$ cat src/rtl/load_sequencer_pkg.sv
// Shared types and helpers for the load sequencer: FSM state encoding and
// the one-hot channel strobe generator.
package controlunit_pkg;

  typedef enum logic [1:0] {
    IDLE    = 2'd0,
    LOAD    = 2'd1,
    COMPUTE = 2'd2,
    DONE    = 2'd3
  } state_t;

  localparam int MAX_CH = 32;

  // Bits at or above n stay clear, so an out-of-range index yields no strobe.
  function automatic logic [MAX_CH-1:0] onehot(input int idx, input int n);
    logic [MAX_CH-1:0] v;
    v = '0;
    for (int i = 0; i < MAX_CH; i++) begin
      if (i == idx && i < n) v[i] = 1'b1;
    end
    return v;
  endfunction

endpackage

$ cat src/rtl/load_sequencer_seq_counter.sv
// Up-counter with synchronous clear (priority over enable) and a terminal
// count flag that is high while the count equals TERM.
module seq_counter #(
  parameter int W    = 8,
  parameter int TERM = 15
) (
  input  logic i_clk,
  input  logic i_rst_n,
  input  logic i_clear,
  input  logic i_en,
  output logic o_tc
);

  logic [W-1:0] r_count;

  always_ff @(posedge i_clk or negedge i_rst_n) begin
    if (!i_rst_n) begin
      r_count <= '0;
    end else if (i_clear) begin
      r_count <= '0;
    end else if (i_en) begin
      r_count <= r_count + W'(1);
    end
  end

  assign o_tc = (r_count == W'(TERM));

endmodule

$ cat src/rtl/load_sequencer.sv
// Start/load/compute/done sequencer over N_CH input channels.
// Optional LOAD-phase watchdog with sticky err is built when LOAD_TIMEOUT_EN is defined.
module load_sequencer
  import controlunit_pkg::*;
#(
  parameter int N_CH           = 4,
  parameter int COMPUTE_CYCLES = 16,
  parameter int CNT_W          = 8,
  parameter int TIMEOUT_CYCLES = 64,
  localparam int CH_W          = (N_CH > 1) ? $clog2(N_CH) : 1
) (
  input  logic            i_clk,
  input  logic            i_rst_n,
  input  logic            i_start,
  input  logic            i_inputdata_ready,
  input  logic            i_ack,
  output logic [N_CH-1:0] o_loaddata,
  output logic [CH_W-1:0] o_chan_idx,
  output logic            o_compute_en,
  output logic            o_busy,
  output logic            o_done,
  output logic            o_err
);

  if (N_CH < 1 || N_CH > MAX_CH) begin : g_bad_nch
    $error("load_sequencer: N_CH out of range");
  end
  if ((2 ** CNT_W) < COMPUTE_CYCLES || COMPUTE_CYCLES < 1) begin : g_bad_cnt
    $error("load_sequencer: CNT_W too narrow for COMPUTE_CYCLES");
  end
  if (TIMEOUT_CYCLES < 1) begin : g_bad_timeout
    $error("load_sequencer: TIMEOUT_CYCLES must be at least 1");
  end

  localparam logic [CH_W-1:0] LAST_CH = CH_W'(N_CH - 1);

  state_t          r_state, w_state_nxt;
  logic [CH_W-1:0] r_chan_idx, w_chan_nxt;
  logic            w_cnt_tc;
  logic            w_timeout;

  // Compute counter is held at zero outside COMPUTE so each phase starts fresh.
  seq_counter #(
    .W   (CNT_W),
    .TERM(COMPUTE_CYCLES - 1)
  ) u_compute_cnt (
    .i_clk  (i_clk),
    .i_rst_n(i_rst_n),
    .i_clear((r_state != COMPUTE) || w_cnt_tc),
    .i_en   (r_state == COMPUTE),
    .o_tc   (w_cnt_tc)
  );

`ifdef LOAD_TIMEOUT_EN
  localparam int WD_W = $clog2(TIMEOUT_CYCLES + 1);
  logic w_wd_tc;
  logic w_start_acc;
  logic r_err;

  seq_counter #(
    .W   (WD_W),
    .TERM(TIMEOUT_CYCLES - 1)
  ) u_watchdog (
    .i_clk  (i_clk),
    .i_rst_n(i_rst_n),
    .i_clear((r_state != LOAD) || i_inputdata_ready),
    .i_en   (r_state == LOAD),
    .o_tc   (w_wd_tc)
  );

  assign w_timeout   = (r_state == LOAD) && !i_inputdata_ready && w_wd_tc;
  assign w_start_acc = i_start && ((r_state == IDLE) || (r_state == DONE && i_ack));

  always_ff @(posedge i_clk or negedge i_rst_n) begin
    if (!i_rst_n) begin
      r_err <= 1'b0;
    end else if (w_start_acc) begin
      r_err <= 1'b0;
    end else if (w_timeout) begin
      r_err <= 1'b1;
    end
  end

  assign o_err = r_err;
`else
  assign w_timeout = 1'b0;
  assign o_err     = 1'b0;
`endif

  always_ff @(posedge i_clk or negedge i_rst_n) begin
    if (!i_rst_n) begin
      r_state    <= IDLE;
      r_chan_idx <= '0;
    end else begin
      r_state    <= w_state_nxt;
      r_chan_idx <= w_chan_nxt;
    end
  end

  always_comb begin
    w_state_nxt = r_state;
    w_chan_nxt  = r_chan_idx;
    case (r_state)
      IDLE: begin
        if (i_start) begin
          w_state_nxt = LOAD;
          w_chan_nxt  = '0;
        end
      end
      LOAD: begin
        if (i_inputdata_ready) begin
          if (r_chan_idx == LAST_CH) begin
            w_state_nxt = COMPUTE;
            w_chan_nxt  = '0;
          end else begin
            w_chan_nxt = r_chan_idx + CH_W'(1);
          end
        end else if (w_timeout) begin
          w_state_nxt = IDLE;
          w_chan_nxt  = '0;
        end
      end
      COMPUTE: begin
        if (w_cnt_tc) w_state_nxt = DONE;
      end
      DONE: begin
        if (i_ack) begin
          w_state_nxt = i_start ? LOAD : IDLE;
          w_chan_nxt  = '0;
        end
      end
      default: begin
        w_state_nxt = IDLE;
        w_chan_nxt  = '0;
      end
    endcase
  end

  assign o_loaddata   = (r_state == LOAD) ? N_CH'(onehot(32'(r_chan_idx), N_CH)) : '0;
  assign o_chan_idx   = r_chan_idx;
  assign o_compute_en = (r_state == COMPUTE);
  assign o_busy       = (r_state == LOAD) || (r_state == COMPUTE);
  assign o_done       = (r_state == DONE);

endmodule

$ cat config.mk
export PLATFORM = sky130hd
export DESIGN_NAME = load_sequencer
export DESIGN_NICKNAME = d
export VERILOG_FILES = /design/src/rtl/load_sequencer_pkg.sv /design/src/rtl/load_sequencer_seq_counter.sv /design/src/rtl/load_sequencer.sv
export SDC_FILE = /design/constraint.sdc
export NUM_CORES = 1
export LEC_CHECK = 0
export ABC_AREA = 1
export CORE_MARGIN = 3
export CORE_UTILIZATION = 51
export DETAILED_ROUTE_END_ITERATION = 16
export GPL_TIMING_DRIVEN = 1
export PLACE_DENSITY = 0.77
export SYNTH_ARGS = -nofsm -noshare
export SYNTH_HDL_FRONTEND = slang
export SYNTH_HIERARCHICAL = 1
export SYNTH_SLANG_ARGS = --single-unit
$ cat constraint.sdc
create_clock -name i_clk -period 2 [get_ports i_clk]
set_input_delay 0.6 -clock i_clk [delete_from_list [all_inputs] [get_ports i_clk]]
set_output_delay 0.6 -clock i_clk [all_outputs]
set_load 0.01 [all_outputs]
Word-level counts from Yosys, hierarchy flattened
Cells that the tools add are included.
{ "word_totals": {"reg_bits": 12, "inputBits": 5, "out_inout_bits": 10, "elab_cells": 46} }
{ "op_classes": {"add_sub_neg": 2, "eq_ne": 14, "n_mux": 19, "n_reduce_logical": 8} }
{ "ops": {"columns": ["operator", "count"], "rows": [
  ["2-to-1 mux 2 bit", 9],
  ["2-to-1 mux 8 bit", 2],
  ["inequality test 2 bit (second input constant)", 5],
  ["adder 8 x 1 -> 8 bit (second input constant)", 1],
  ["== test 8 x 4 -> 1 bit (second input constant)", 1],
  ["case mux 2 bit (4 select lines)", 1],
  ["== test 2 bit (second input constant)", 3],
  ["case mux 2 bit (3 select lines)", 1],
  ["2-to-1 mux 1 bit", 5],
  ["AND reduction 5 bit", 1],
  ["== test 2 bit (first input constant)", 2],
  ["logical NOT 2 bit", 2],
  ["2-to-1 mux 4 bit", 1],
  ["AND reduction 4 bit", 1],
  ["nonzero test 3 bit", 1],
  ["adder 2 x 1 -> 2 bit (second input constant)", 1],
  ["== test 1 x 2 -> 1 bit (first input constant)", 1],
  ["== test 2 x 1 -> 1 bit (second input constant)", 1],
  ["logical OR 1 bit", 2],
  ["inequality test 2 x 1 -> 1 bit (second input constant)", 1],
  ["nonzero test 2 bit", 1]
]} }

Longest topological paths before layout
{ "logic_depth": {"ltp_word": 4, "depth_mapped": 10, "mapped_depth_nobuf": 10} }

Cells and area by module
Netlist, hierarchy kept.
{ "by_module_without_submodules": {"columns": ["mod", "instances", "cells_per_inst", "area_each_um2", "seq_area_each_um2"], "rows": [
  ["seq_counter", 1, 61, 456.7, 200.2],
  ["load_sequencer", 1, 60, 414.1, 100.1]
]} }

Worst setup path after synthesis
Ideal clock, no wire load.
{ "synth_timing": {"path_type": "register to register", "start": "register r_state[0]", "end": "register u_compute_cnt.r_count[5]", "arrival_ns": 1.623, "required_ns": 1.886, "setup_slack_ns": 0.263, "stages_incl_launch_ff": 11, "n_path_buf": 0, "cell_sequence": "dfrtp_1 inv_1 ha_1 inv_1 or2_2 inv_4 nand2_4 nand3_1 nand2_1 nand2_1 nor2_2"} }
{ "synth_between": {"elab_cells_between_ends": 5, "classes_between": "eq/ne: 2; mux: 1; reduce/logical: 2"} }
{ "synth_lines": {"columns": ["element", "line_no", "text"], "rows": [
  ["from (decl)", "load_sequencer.sv:37", "state_t r_state, w_state_nxt;"],
  ["from (signal assigned)", "load_sequencer.sv:95", "r_state <= w_state_nxt;"],
  ["== test 2 bit", null, null],
  ["via o_compute_en", "load_sequencer.sv:19", "output logic o_compute_en,"],
  ["nonzero test 2 bit (no source line)", null, null],
  ["to (signal assigned)", "load_sequencer_seq_counter.sv:22", "r_count <= r_count + W'(1);"],
  ["to (decl)", "load_sequencer_seq_counter.sv:14", "logic [W-1:0] r_count;"]
]} }
The timed path passes the listed nets, and every way through them passes these cells.
A chain may end at the register's enable or synchronous reset.

Final worst setup path
{ "layout_timing": {"start": "register r_state[0]", "end": "output port o_busy"} }
{ "layout_between": {"elab_chain_len": 2, "elab_cells_between_ends": 3, "classes_between": "eq/ne: 2; reduce/logical: 1"} }
{ "layout_rtl": {"columns": ["element", "line_no", "text"], "rows": [
  ["== test 2 x 1 -> 1 bit / == test 2 bit (equally long branches)", "load_sequencer.sv:142", "assign o_busy = (r_state == LOAD) || (r_state == COMPUTE);"],
  ["logical OR 1 bit *", "load_sequencer.sv:142", null],
  ["to (decl)", "load_sequencer.sv:20", "output logic o_busy,"]
]} }
Every way passes the cells marked *; elsewhere a longest branch is shown, timed or not.

==> results.json <==
{
  "drv_slew": 0,
  "cts_htree_levels": 1,
  "outcome": "complete, no violations",
  "yosysWarnings": 6,
  "synth-async-reset-ratio": 1.000,
  "rows": 14,
  "worstMarginPinSlew_ns": 0.5275,
  "grtUsageTotal": 0.1687,
  "die_w_um": 47.32,
  "p_int_mw": 0.7476,
  "antenna_found_initial": 0,
  "core-area_um2": 1559,
  "path_clk_slew_ns": 0.06,
  "power_density_nw_per_um2": 1185,
  "yosys.area.top_type": "dfrtp_1",
  "hp-class": "reg -> reg",
  "fin_tns_setup_ns": 0,
  "power.switching_mw": 0.5620,
  "synth_xor_area_frac": 0,
  "rrSetupSlack_ns": 0.21,
  "finalWirelength_um": 1659,
  "synthCells": 121,
  "dpl-instance-area_um2": 1044,
  "ctsHoldBuffers": 0,
  "clock-sinks": 12,
  "via_count": 761,
  "rsz0062_at_grt": "false",
  "fin_skew_ns": 0.01078,
  "ys_top_cells_by_area": "dfrtp_1, ha_1, nand2_1, inv_1, nand3_1",
  "crit_path_end_kind": "output port",
  "synth-edff-count": 0,
  "maxSlewHeadroom": 0.6473,
  "slowest_stage": "dfrtp_2",
  "ys_seq_elements": 12,
  "fin_crit_ns": 1.932,
  "p_clk_frac": 0.145,
  "critPathMaxFanout": 4,
  "multiInputGateArea_um2": 486.7,
  "synth_fa_ha_area_frac": 0.1293,
  "dp_cells": 153,
  "layout.nets": 159,
  "syn-cell-area_um2": 870.8,
  "p_total_mw": 1.310,
  "leakagePower_nw": 0.6075,
  "final.period_utilization": 0.9659,
  "crit_required_ns": 1.40,
  "ant_nets": 0,
  "synth_compound_area_frac": 0.06178,
  "cts_made_buffers": 3,
  "synth_nets": 135,
  "fmax_mhz": 517.6,
  "synth_most_common_cell": "nand2_1",
  "critPathLaunchType": "flop",
  "globalRouteOverflowTotal": 0,
  "setup.worst_path.class": "reg -> out",
  "drt_iter0_markers": 10,
  "setup_violations": 0,
  "ir_drop_uv": 801.4,
  "area_growth_syn_to_layout_pct": 26.87,
  "clock_latency_ns": 0.28,
  "drc": 0,
  "vias_per_cell": 4.756,
  "critPathMaxStageDelay_ns": 0.41,
  "grt_pass1_wl_um": 2704,
  "maxCapViolations": 0,
  "hpwl_um": 1361,
  "ys_seq_area_frac": 0.3448,
  "instances_no_fill": 160,
  "die_h_um": 47.32,
  "place_congestion": 0.7688,
  "io_pins": 15,
  "syn_avg_cell_area_um2": 7.197,
  "synthMuxAreaShare": 0,
  "antennaDiodeCount": 0,
  "swShare": 0.4292,
  "finalHoldViolCount": 0,
  "critPathTopFamily": "flip-flops",
  "ys.flop_type": "dfrtp_1",
  "port-buffer-count": 13,
  "yosys.cell_types.count": 23,
  "drive_above_1_share": 0.2292,
  "synth_commonest_cells": "nand2_1, inv_1, dfrtp_1, nand3_1, nor2_1",
  "comb_power_share": 0.598,
  "final.fill_count": 129,
  "cts-root-buf": "clkbuf_4",
  "grt_pass1_vias": 650,
  "start_util": 0.5586,
  "grt_start_max_net_pins": 13,
  "cts_tree": "yes",
  "die_area_um2": 2239,
  "pwr-share-seq": 0.257,
  "synth.top_cell.area_share": 0.3448,
  "synthSimpleGateAreaFrac": 0.3491,
  "cts_buffer_depth": 2,
  "synth_top_family_by_area": "simple AND/OR/NAND/NOR gates",
  "wire_per_inst_um": 10.37,
  "cp_cell_sequence": "inv_2 -> ha_1 -> dlygate4sd2_1",
  "cp.buffers_inverters": 2,
  "drtPass1Iterations": 4,
  "seq_area_um2": 301.5,
  "post-route-cell-area_um2": 1105,
  "crit_arrival_ns": 1.33
}
[worst reg2reg max path, cell delays in order (launching register included)]
cell	delay, ns
dfrtp_2	0.44
inv_2	0.09
ha_1	0.17
buf_4	0.15
inv_1	0.07
or2_2	0.32
inv_4	0.12
nand2_4	0.08
nand3_1	0.11
nand2_1	0.06
nand2_1	0.07
nor2_2	0.03
[what timing repair did]
item	in CTS	in global routing
cloned	0	0
endpoints found under the setup margin	7	3
buffers inserted	3	0
resized for setup	16	3
[through the flow]
step | worst slack [ns] | utilization | hold WS [ns]
4_1_cts | 0.03271 | 0.7143 | 0.5378
2_1_floorplan | 0.2629 | - | 0.3044
5_1_grt | 0.01401 | 0.7087 | 0.5645
6_report | 0.06813 | 0.7087 | 0.5333
3_5_place_dp | 0.05708 | 0.6693 | 0.5238
3_3_place_gp | 0.07810 | 0.6693 | 0.5136
[power by group through the flow]
stage / clock network, mW / logic [mW] / registers, mW
2_1_floorplan: 0 / 0.477 / 0.339
3_3_place_gp: 0 / 0.741 / 0.333
3_5_place_dp: 0 / 0.771 / 0.336
4_1_cts: 0.196 / 0.803 / 0.337
5_1_grt: 0.203 / 0.885 / 0.343
6_report: 0.190 / 0.784 / 0.336
[registers in the layout, summed over array words and instances, names as in the netlist]
name / flops
u_compute_cnt/r_count: 8
o_chan_idx: 2
r_state: 2
[cell usage in the layout (no fill, tap or decap), types with 2 or more instances in the layout]
master	instances
a21oi_1	2
buf_4	6
clkbuf_2	2
clkbuf_4	3
clkdlybuf4s50_1	6
dfrtp_1	11
dlygate4sd2_1	4
ha_1	8
inv_1	16
inv_2	6
nand2_1	29
nand3_1	12
nor2_1	12
nor2_2	6
o21ai_0	3
o21bai_1	2
[final timing paths]
| path | startpoint | endpoint | cells past startpoint |
|---|---|---|---|
| setup / recovery | r_state[0]$_DFFE_PN0P_ | o_busy | 3 |
| hold / removal | u_compute_cnt/r_count[1]$_DFFE_PN0P_ | u_compute_cnt/r_count[1]$_DFFE_PN0P_ | 2 |
| setup reg to reg | r_state[0]$_DFFE_PN0P_ | u_compute_cnt/r_count[5]$_DFFE_PN0P_ | 11 |
| hold reg to reg | u_compute_cnt/r_count[1]$_DFFE_PN0P_ | u_compute_cnt/r_count[1]$_DFFE_PN0P_ | 2 |
| max in group asynchronous | i_rst_n | r_state[0]$_DFFE_PN0P_ | 1 |
| min in group asynchronous | i_rst_n | o_chan_idx[0]$_DFFE_PN0P_ | 1 |
[cell type report]
class                   count  share of cell area
clock buffers               4             0.03284
flip-flops and latches     12              0.2729
repair buffers             20              0.1552
inverters                  23             0.08041
well taps                  16             0.01812
multi-input cells          85              0.4405
[kinds of logic after synthesis]
group | Yosys count
AND/OR/NAND/NOR | 66
buffers and inverters | 24
flip-flops | 12
AO/OA/AOI/OAI | 9
adder cells (fa/ha/maj) | 9
other | 1
[routing by layer]
metal,global-route usage,wire length (µm)
met1,0.2163,771
met3,0.05747,80
met2,0.2754,801
met5,0,0
met4,0.03315,6
No activity file was read; power rests on OpenSTA's default activity.
